[config.mk]
export PLATFORM = sky130hd
export DESIGN_NAME = ldm_stm_sequencer
export DESIGN_NICKNAME = d
export VERILOG_FILES = /design/src/rtl/ldm_stm_sequencer.sv
export SDC_FILE = /design/constraint.sdc
export NUM_CORES = 1
export LEC_CHECK = 0
export CAP_MARGIN = 20
export CORE_MARGIN = 2
export CORE_UTILIZATION = 56
export CTS_CLUSTER_SIZE = 25
export DETAILED_ROUTE_END_ITERATION = 8
export PLACE_DENSITY = 0.89
export SLEW_MARGIN = 20
export SYNTH_ARGS = -nofsm -noshare
export SYNTH_HDL_FRONTEND = slang
export SYNTH_SLANG_ARGS = --single-unit
[constraint.sdc]
create_clock -name CLK -period 4 [get_ports CLK]
set_input_delay 0.4 -clock CLK [delete_from_list [all_inputs] [get_ports CLK]]
set_output_delay 0.4 -clock CLK [all_outputs]
set_load 0.03 [all_outputs]
[src/rtl/ldm_stm_sequencer.sv]
// LDM/STM block-transfer sequencer: walks the IR register list in ascending order,
// issuing one held memory request per register, then an optional base writeback.
module ldm_stm_sequencer #(
    parameter int STEP    = 4,
    parameter int TIMEOUT = 0
) (
    input  logic        CLK,
    input  logic        RST_N,
    input  logic        start,
    input  logic [31:0] IR,
    input  logic [31:0] rn_value,
    input  logic        MOC,
    output logic        busy,
    output logic        mem_en,
    output logic        mem_rw,
    output logic [31:0] mem_addr,
    output logic [3:0]  reg_idx,
    output logic        rf_we,
    output logic        wb_we,
    output logic [3:0]  wb_reg,
    output logic [31:0] wb_data,
    output logic        done,
    output logic        err,
    output logic [2:0]  state_dbg
);

    // Memory handshake: while mem_en is high, mem_rw/mem_addr/reg_idx form one request
    // held unchanged until MOC is sampled high on a rising edge; MOC is ignored otherwise.
    typedef enum logic [2:0] {
        S_IDLE   = 3'd0,
        S_SETUP  = 3'd1,
        S_XFER   = 3'd2,
        S_COMMIT = 3'd3,
        S_WB     = 3'd4,
        S_DONE   = 3'd5
    } state_t;

    localparam logic [31:0] STEP_W  = 32'(STEP);
    localparam logic        TO_EN   = (TIMEOUT > 0);
    localparam logic [31:0] TO_LAST = (TIMEOUT > 0) ? 32'(TIMEOUT - 1) : 32'd0;

    state_t      state, state_d;
    logic        p_q, u_q, w_q, l_q;
    logic [3:0]  rn_idx_q;
    logic [15:0] list_orig_q;
    logic [15:0] list_q;
    logic [31:0] rn_q;
    logic [31:0] addr_q;
    logic [31:0] final_q;
    logic [4:0]  count_q;
    logic [31:0] wait_q;
    logic        err_q;

    logic        accept;
    logic [4:0]  list_pop;
    logic [3:0]  first_idx;
    logic [15:0] list_next;
    logic [31:0] step_n;
    logic [31:0] start_addr;
    logic [31:0] final_base;
    logic        wb_ok;
    logic        timeout_hit;

    // Condition code and S bit are not used by the sequencer.
    logic ir_unused;
    assign ir_unused = ^{IR[31:28], IR[22]};

    assign accept = (state == S_IDLE) && start && (IR[27:25] == 3'b100);

    always_comb begin
        list_pop = '0;
        for (int i = 0; i < 16; i++) begin
            list_pop = list_pop + {4'b0, IR[i]};
        end
    end

    always_comb begin
        first_idx = '0;
        for (int i = 15; i >= 0; i--) begin
            if (list_q[i]) first_idx = 4'(i);
        end
    end

    assign list_next = list_q & (list_q - 16'd1);
    assign step_n    = 32'(count_q) * STEP_W;

    always_comb begin
        start_addr = rn_q;
        case ({p_q, u_q})
            2'b01:   start_addr = rn_q;
            2'b11:   start_addr = rn_q + STEP_W;
            2'b00:   start_addr = rn_q - step_n + STEP_W;
            default: start_addr = rn_q - step_n;
        endcase
    end

    assign final_base = u_q ? (rn_q + step_n) : (rn_q - step_n);
    // A load that targets its own base keeps the loaded value, so writeback is dropped.
    assign wb_ok       = w_q && !(l_q && list_orig_q[rn_idx_q]);
    assign timeout_hit = TO_EN && (wait_q == TO_LAST);

    always_ff @(posedge CLK or negedge RST_N) begin
        if (!RST_N) state <= S_IDLE;
        else        state <= state_d;
    end

    always_comb begin
        state_d = state;
        case (state)
            S_IDLE:   if (accept) state_d = S_SETUP;
            S_SETUP: begin
                if (count_q != 5'd0) state_d = S_XFER;
                else if (wb_ok)      state_d = S_WB;
                else                 state_d = S_DONE;
            end
            S_XFER: begin
                if (MOC)              state_d = S_COMMIT;
                else if (timeout_hit) state_d = S_DONE;
            end
            S_COMMIT: begin
                if (list_next != 16'd0) state_d = S_XFER;
                else if (wb_ok)         state_d = S_WB;
                else                    state_d = S_DONE;
            end
            S_WB:     state_d = S_DONE;
            S_DONE:   state_d = S_IDLE;
            default:  state_d = S_IDLE;
        endcase
    end

    always_ff @(posedge CLK or negedge RST_N) begin
        if (!RST_N) begin
            p_q         <= 1'b0;
            u_q         <= 1'b0;
            w_q         <= 1'b0;
            l_q         <= 1'b0;
            rn_idx_q    <= '0;
            list_orig_q <= '0;
            list_q      <= '0;
            rn_q        <= '0;
            addr_q      <= '0;
            final_q     <= '0;
            count_q     <= '0;
            wait_q      <= '0;
            err_q       <= 1'b0;
        end else begin
            case (state)
                S_IDLE: begin
                    if (accept) begin
                        p_q         <= IR[24];
                        u_q         <= IR[23];
                        w_q         <= IR[21];
                        l_q         <= IR[20];
                        rn_idx_q    <= IR[19:16];
                        list_orig_q <= IR[15:0];
                        list_q      <= IR[15:0];
                        rn_q        <= rn_value;
                        count_q     <= list_pop;
                        err_q       <= 1'b0;
                    end
                end
                S_SETUP: begin
                    addr_q  <= start_addr;
                    final_q <= final_base;
                    wait_q  <= '0;
                end
                S_XFER: begin
                    wait_q <= wait_q + 32'd1;
                    if (!MOC && timeout_hit) err_q <= 1'b1;
                end
                S_COMMIT: begin
                    list_q <= list_next;
                    addr_q <= addr_q + STEP_W;
                    wait_q <= '0;
                end
                default: ;
            endcase
        end
    end

    assign busy      = (state != S_IDLE);
    assign mem_en    = (state == S_XFER);
    assign mem_rw    = mem_en & l_q;
    assign mem_addr  = addr_q;
    assign reg_idx   = first_idx;
    assign rf_we     = (state == S_COMMIT) & l_q;
    assign wb_we     = (state == S_WB);
    assign wb_reg    = rn_idx_q;
    assign wb_data   = final_q;
    assign done      = (state == S_DONE);
    assign err       = done & err_q;
    assign state_dbg = state;

endmodule

Yosys cells after proc, flatten, opt, wreduce, memory -nomap -nowiden
Index checks and enable logic that the tools add are counted.
{"block": "word_totals", "latchBits": 0, "mem_bits_rw": 0, "in_bits": 68, "out_inout_bits": 82, "n_memories": 0, "mem_bits_ro": 0, "reg_bits": 144, "word_cells": 91}
{"block": "classes", "mul": 0, "n_addsub": 21, "shift": 0, "magnitude_cmp": 1, "bitwise": 3, "muxes": 29, "eq_ne": 10, "div": 0, "reduce_logical": 15}
{"op": "$add A32 B3 Y32 const B", "count": 3}
{"op": "$pmux W32 S3", "count": 1}
{"op": "$mux W4", "count": 16}
{"op": "$pmux W32 S2", "count": 1}
{"op": "$add A5 B1 Y5", "count": 11}
{"op": "$add A32 B7 Y32", "count": 1}
{"op": "$mux W32", "count": 1}
{"op": "$pmux W16 S2", "count": 1}
{"op": "$sub A32 B7 Y32", "count": 1}
{"op": "$and A16 B16 Y16", "count": 1}
{"op": "$mux W16", "count": 1}
{"op": "$reduce_bool A16 Y1", "count": 1}
{"op": "$sub A16 B1 Y16 const B", "count": 1}
{"op": "$pmux W3 S5", "count": 1}
{"op": "$mux W3", "count": 4}
{"op": "$eq A3 B3 Y1 const B", "count": 3}
{"op": "$eq A3 B2 Y1 const B", "count": 2}
{"op": "$reduce_and A2 Y1", "count": 3}
{"op": "$add A4 B1 Y5", "count": 1}
{"op": "$lt A4 B5 Y1 const B", "count": 1}
{"op": "$reduce_bool A5 Y1", "count": 1}
{"op": "$add A3 B1 Y4", "count": 1}
{"op": "$bmux W1 S4", "count": 1}
{"op": "$logic_and A1 B1 Y1", "count": 4}
{"op": "other kinds (13)", "count": 17}

Logic depth before layout (Yosys ltp)
{"block": "logic_depth", "word_depth": 16, "mapped_depth": 16}

Least setup slack after synthesis
No wires, ideal clock.
{"block": "synth_timing", "path_type": "flip-flop to flip-flop", "from": "reg rn_q[2]", "to": "reg addr_q[23] (netlist: mem_addr[23])", "stages_incl_launch_ff": 15, "t_arrival_ps": 3432, "setup_slack_ps": 503, "path_buffers": 2, "cell_sequence": "dfrtp_1 > inv_1 > ha_1 > fa_1 > nand2b_1 > a2111oi_2 > buf_2 > o31ai_1 > a222oi_1 > o21a_1 > buf_4 > nand3_4 > or4_1 > o211ai_1 > o31a_1"}
{"block": "synth_via", "elab_chain_len": 4}
{"element": "from (decl)", "line_no": "47", "text": "logic [31:0] rn_q;"}
{"element": "from (signal assigned)", "line_no": "157", "text": "rn_q <= rn_value;"}
{"element": "$sub A32 B7 Y32", "line_no": "92, 93"}
{"element": "$add A32 B3 Y32", "line_no": "92", "text": "2'b00: start_addr = rn_q - step_n + STEP_W;"}
{"element": "$pmux W32 S3 *", "line_no": "89", "text": "case ({p_q, u_q})"}
{"element": "$pmux W32 S2 *", "line_no": "147", "text": "case (state)"}
{"element": "to (signal assigned)", "line_no": "163", "text": "addr_q <= start_addr;"}
{"element": "to (signal assigned)", "line_no": "173", "text": "addr_q <= addr_q + STEP_W;"}
{"element": "to (decl)", "line_no": "48", "text": "logic [31:0] addr_q;"}
Mark *: on every way between the ends. The rest lies on a longest branch, timed or not.
A chain may end at the register's enable or synchronous reset.

Final worst setup path
{"block": "layout_timing", "from": "reg rn_q[2]", "to": "reg addr_q[29] (netlist: mem_addr[29])"}
The elaborated chain is that of the path after synthesis.

==> key figures <==
Yosys
  • Seq cells post-synth: 144
  • Warnings, synthesis: 0
  • Post-synth design cell area: 10800 sq um
  • Simple-gate share of the synthesized area: 26.9%
  • Avg Cell Area, Syn: 7.74 sq um
  • Mux cell area share after synthesis: 2.08%
  • Post-Synth XOR/XNOR Area: 6.48%
  • Register area share after synthesis: 33.4%
  • Compound-Gate Fraction of Synth Area: 21.1%
  • Synthesized instance count: 1394
  • Main synth FF type: dfrtp_1
  • Post-Synth Adder-Cell Area: 4.73%
  • Mapped Nets: 1494
  • Synth cell types: 86
  • FFs w/ async S/R, synth: 100%
  • EDFF count, synth: 0
  • Largest family of logic cells by synthesized area: simple AND/OR/NAND/NOR gates

Clocking
  • CTS buffer count: 17
  • CTS H-Tree Depth: 4
  • Root buffer cell: clkbuf_16
  • CTS Buffer Depth: 2
  • CTS tree: yes
  • CTS hold repair buffers: 0
  • Clock latency on the worst-skew pair: 440 ps
  • # clock sinks: 144
  • Clock transition at the registers of the reported paths: 60 ps

Worst setup path
  • CP top delay family: compound AO/OA/AOI/OAI gates
  • WP data arrival: 4170 ps
  • Peak per-stage delay on the critical path: 420 ps
  • Crit path from: rn_q[2]
  • Reg-to-reg slack, setup: 150 ps
  • Worst-path cell chain: inv_1, ha_1, fa_1, nand2b_1, a2111oi_2, buf_4, o21ai_0, a222oi_1, buf_4, and4_1, nand3_4, nor3_1, o31ai_1, a221o_1
  • Worst Path Buf+Inv: 3
  • Most used cell, CP: buf_4
  • Reg2reg start: rn_q[2]
  • Critical path type: reg2reg
  • CP Launch Type: flip-flop
  • CP Capture Type: flip-flop
  • Worst EP required: 4320 ps
  • CP Max Fanout: 9
  • Slowest CP cell: dfrtp_1

Final layout
  • Leading cell type in the layout, fill and taps excluded: nand2_1
  • Most frequent cells in the layout: nand2_1 (281), dfrtp_1 (144), clkdlybuf4s50_1 (142)
  • Fillers: 1489
  • Layout area overhead: 22.0%
  • Area occupied by multi-input gates: 6670 sq um
  • Layout cells sized above 1: 7.83%
  • Final Instance Area: 13200 sq um
  • Nets: 1607
  • FF+latch area: 3600 sq um
  • Ant. Diodes: 0

Route
  • Residual DRC: 0
  • Wire length per cell: 19.8 microns
  • Vias/cell: 6.35
  • Total wire length: 35200 microns
  • Via count: 11300
  • DR pass1 iterations: 6
  • Routed Antenna Nets: 0
  • Iter 0 DRT Violations: 1579

Die
  • Die Area: 20400 sq um
  • Die Height: 143 microns
  • Die Width: 143 microns
  • Core area: 18800 sq um
  • I/O Pins: 150
  • Initial Utilization: 57.3%
  • # rows: 50

Placement
  • RD Place Congestion: 1.02
  • PortBufs: 143
  • Hpwl dp: 25600 microns
  • Pre-CTS worst setup slack: -43.4 ps
  • DP Area: 12500 sq um

Power
  • Pwr/cell area: 968 nW/um^2
  • Final Total Pwr: 12700 uW
  • P_leak: 0.00542 uW
  • VDD IR-drop max: 0.573 mV

STA
  • Min Clock Period, post-route: 3850 ps
  • Max-slew headroom: 28.2%
  • Clock Skews: 11.4 ps
  • Max-slew violations: 0
  • Final setup fails: 0
  • TNS Setup: 0 ps
  • Final hold violations: 0
  • Max frequency: 260 MHz
  • Final period util: 96.3%
  • Final worst setup slack: 148 ps
  • Slew @ Worst Pin: 1070 ps
  • Hold Slack: 61.2 ps

Global route
  • Largest net degree at the start of global routing: 99
  • Vias in the first global route: 10400
  • Wire length of the first global-routing pass: 55700 microns
  • GRT Overall Usage: 35.0%
  • Initial antenna violation count: 1
  • Total grt overflow: 0

Run
  • Maxcap violations: 0

Outcome
  • Status: completed

Hold path
  • Hold Path Class: in2async
-- kinds of logic (layout without fill, tap and decap cells) --
logic type / count (synthesis) / in the layout
DFF: 144 / 144
buffers and inverters: 144 / 270
and+or+nand+nor: 616 / 616
xor gates and xnor gates: 79 / 79
muxes: 16 / 16
other: 1 / 1
AOI/OAI and AO/OA: 360 / 360
adders and majority gates: 34 / 34
-- cell type report --
type / count / area share [%]
multi-input combinational: 1106 / 50.6
sequential: 144 / 27.4
timing repair buffer: 190 / 13.7
clock buffer: 18 / 3.34
tap: 260 / 2.47
inverter: 48 / 1.37
clock inverter: 14 / 1.09
-- through the flow --
stage	instances	util [%]
2_1_floorplan	1394	-
3_3_place_gp	1746	66.6
3_5_place_dp	1746	66.6
4_1_cts	1778	69.6
5_1_grt	1780	69.9
6_report	1780	69.9
-- Yosys cell counts, types with 16 or more instances --
master | instances | area [sq um]
and3_1 | 19 | 119
nand4_1 | 16 | 100
inv_1 | 46 | 173
nor2_1 | 107 | 402
nand3_1 | 55 | 275
nand2_1 | 283 | 1060
o21ai_0 | 126 | 631
clkbuf_1 | 70 | 263
a211oi_1 | 16 | 120
xnor2_1 | 56 | 490
dfrtp_1 | 144 | 3600
a21oi_1 | 65 | 325
xor2_1 | 22 | 193
a31oi_1 | 22 | 138
nor3_1 | 41 | 205
ha_1 | 20 | 250
-- power breakdown --
group          total (uW)  leakage, uW  switching [uW]  internal, uW
sequential           3140      0.00182            1010          2130
combinational        8000      0.00332            4930          3060
clock                1610     0.000280             719           894
-- per-layer routing --
layer  part of all wire [%]  vias up  global-route usage [%]
li1                       -     5173                       -
met2                     44      685                    52.0
met1                     42     5361                    50.2
met3                     11       87                    8.05
met5                  0.037        -                       0
met4                    2.8        2                    12.7
-- worst paths after layout --
check,endpoint,cells after the start
setup / recovery,mem_addr[29],14
hold / removal,wb_data[11],1
setup reg to reg,mem_addr[29],14
hold reg to reg,rn_q[0],2
max in group asynchronous,list_q[12],2
min in group CLK,rn_q[0],2
-- repair_timing --
| item | CTS | global route |
|---|---|---|
| setup buffers | 0 | 2 |
| resized for setup | 0 | 8 |
| endpoints found under the setup margin | 0 | 12 |
(Power assumes the default switching activity.)
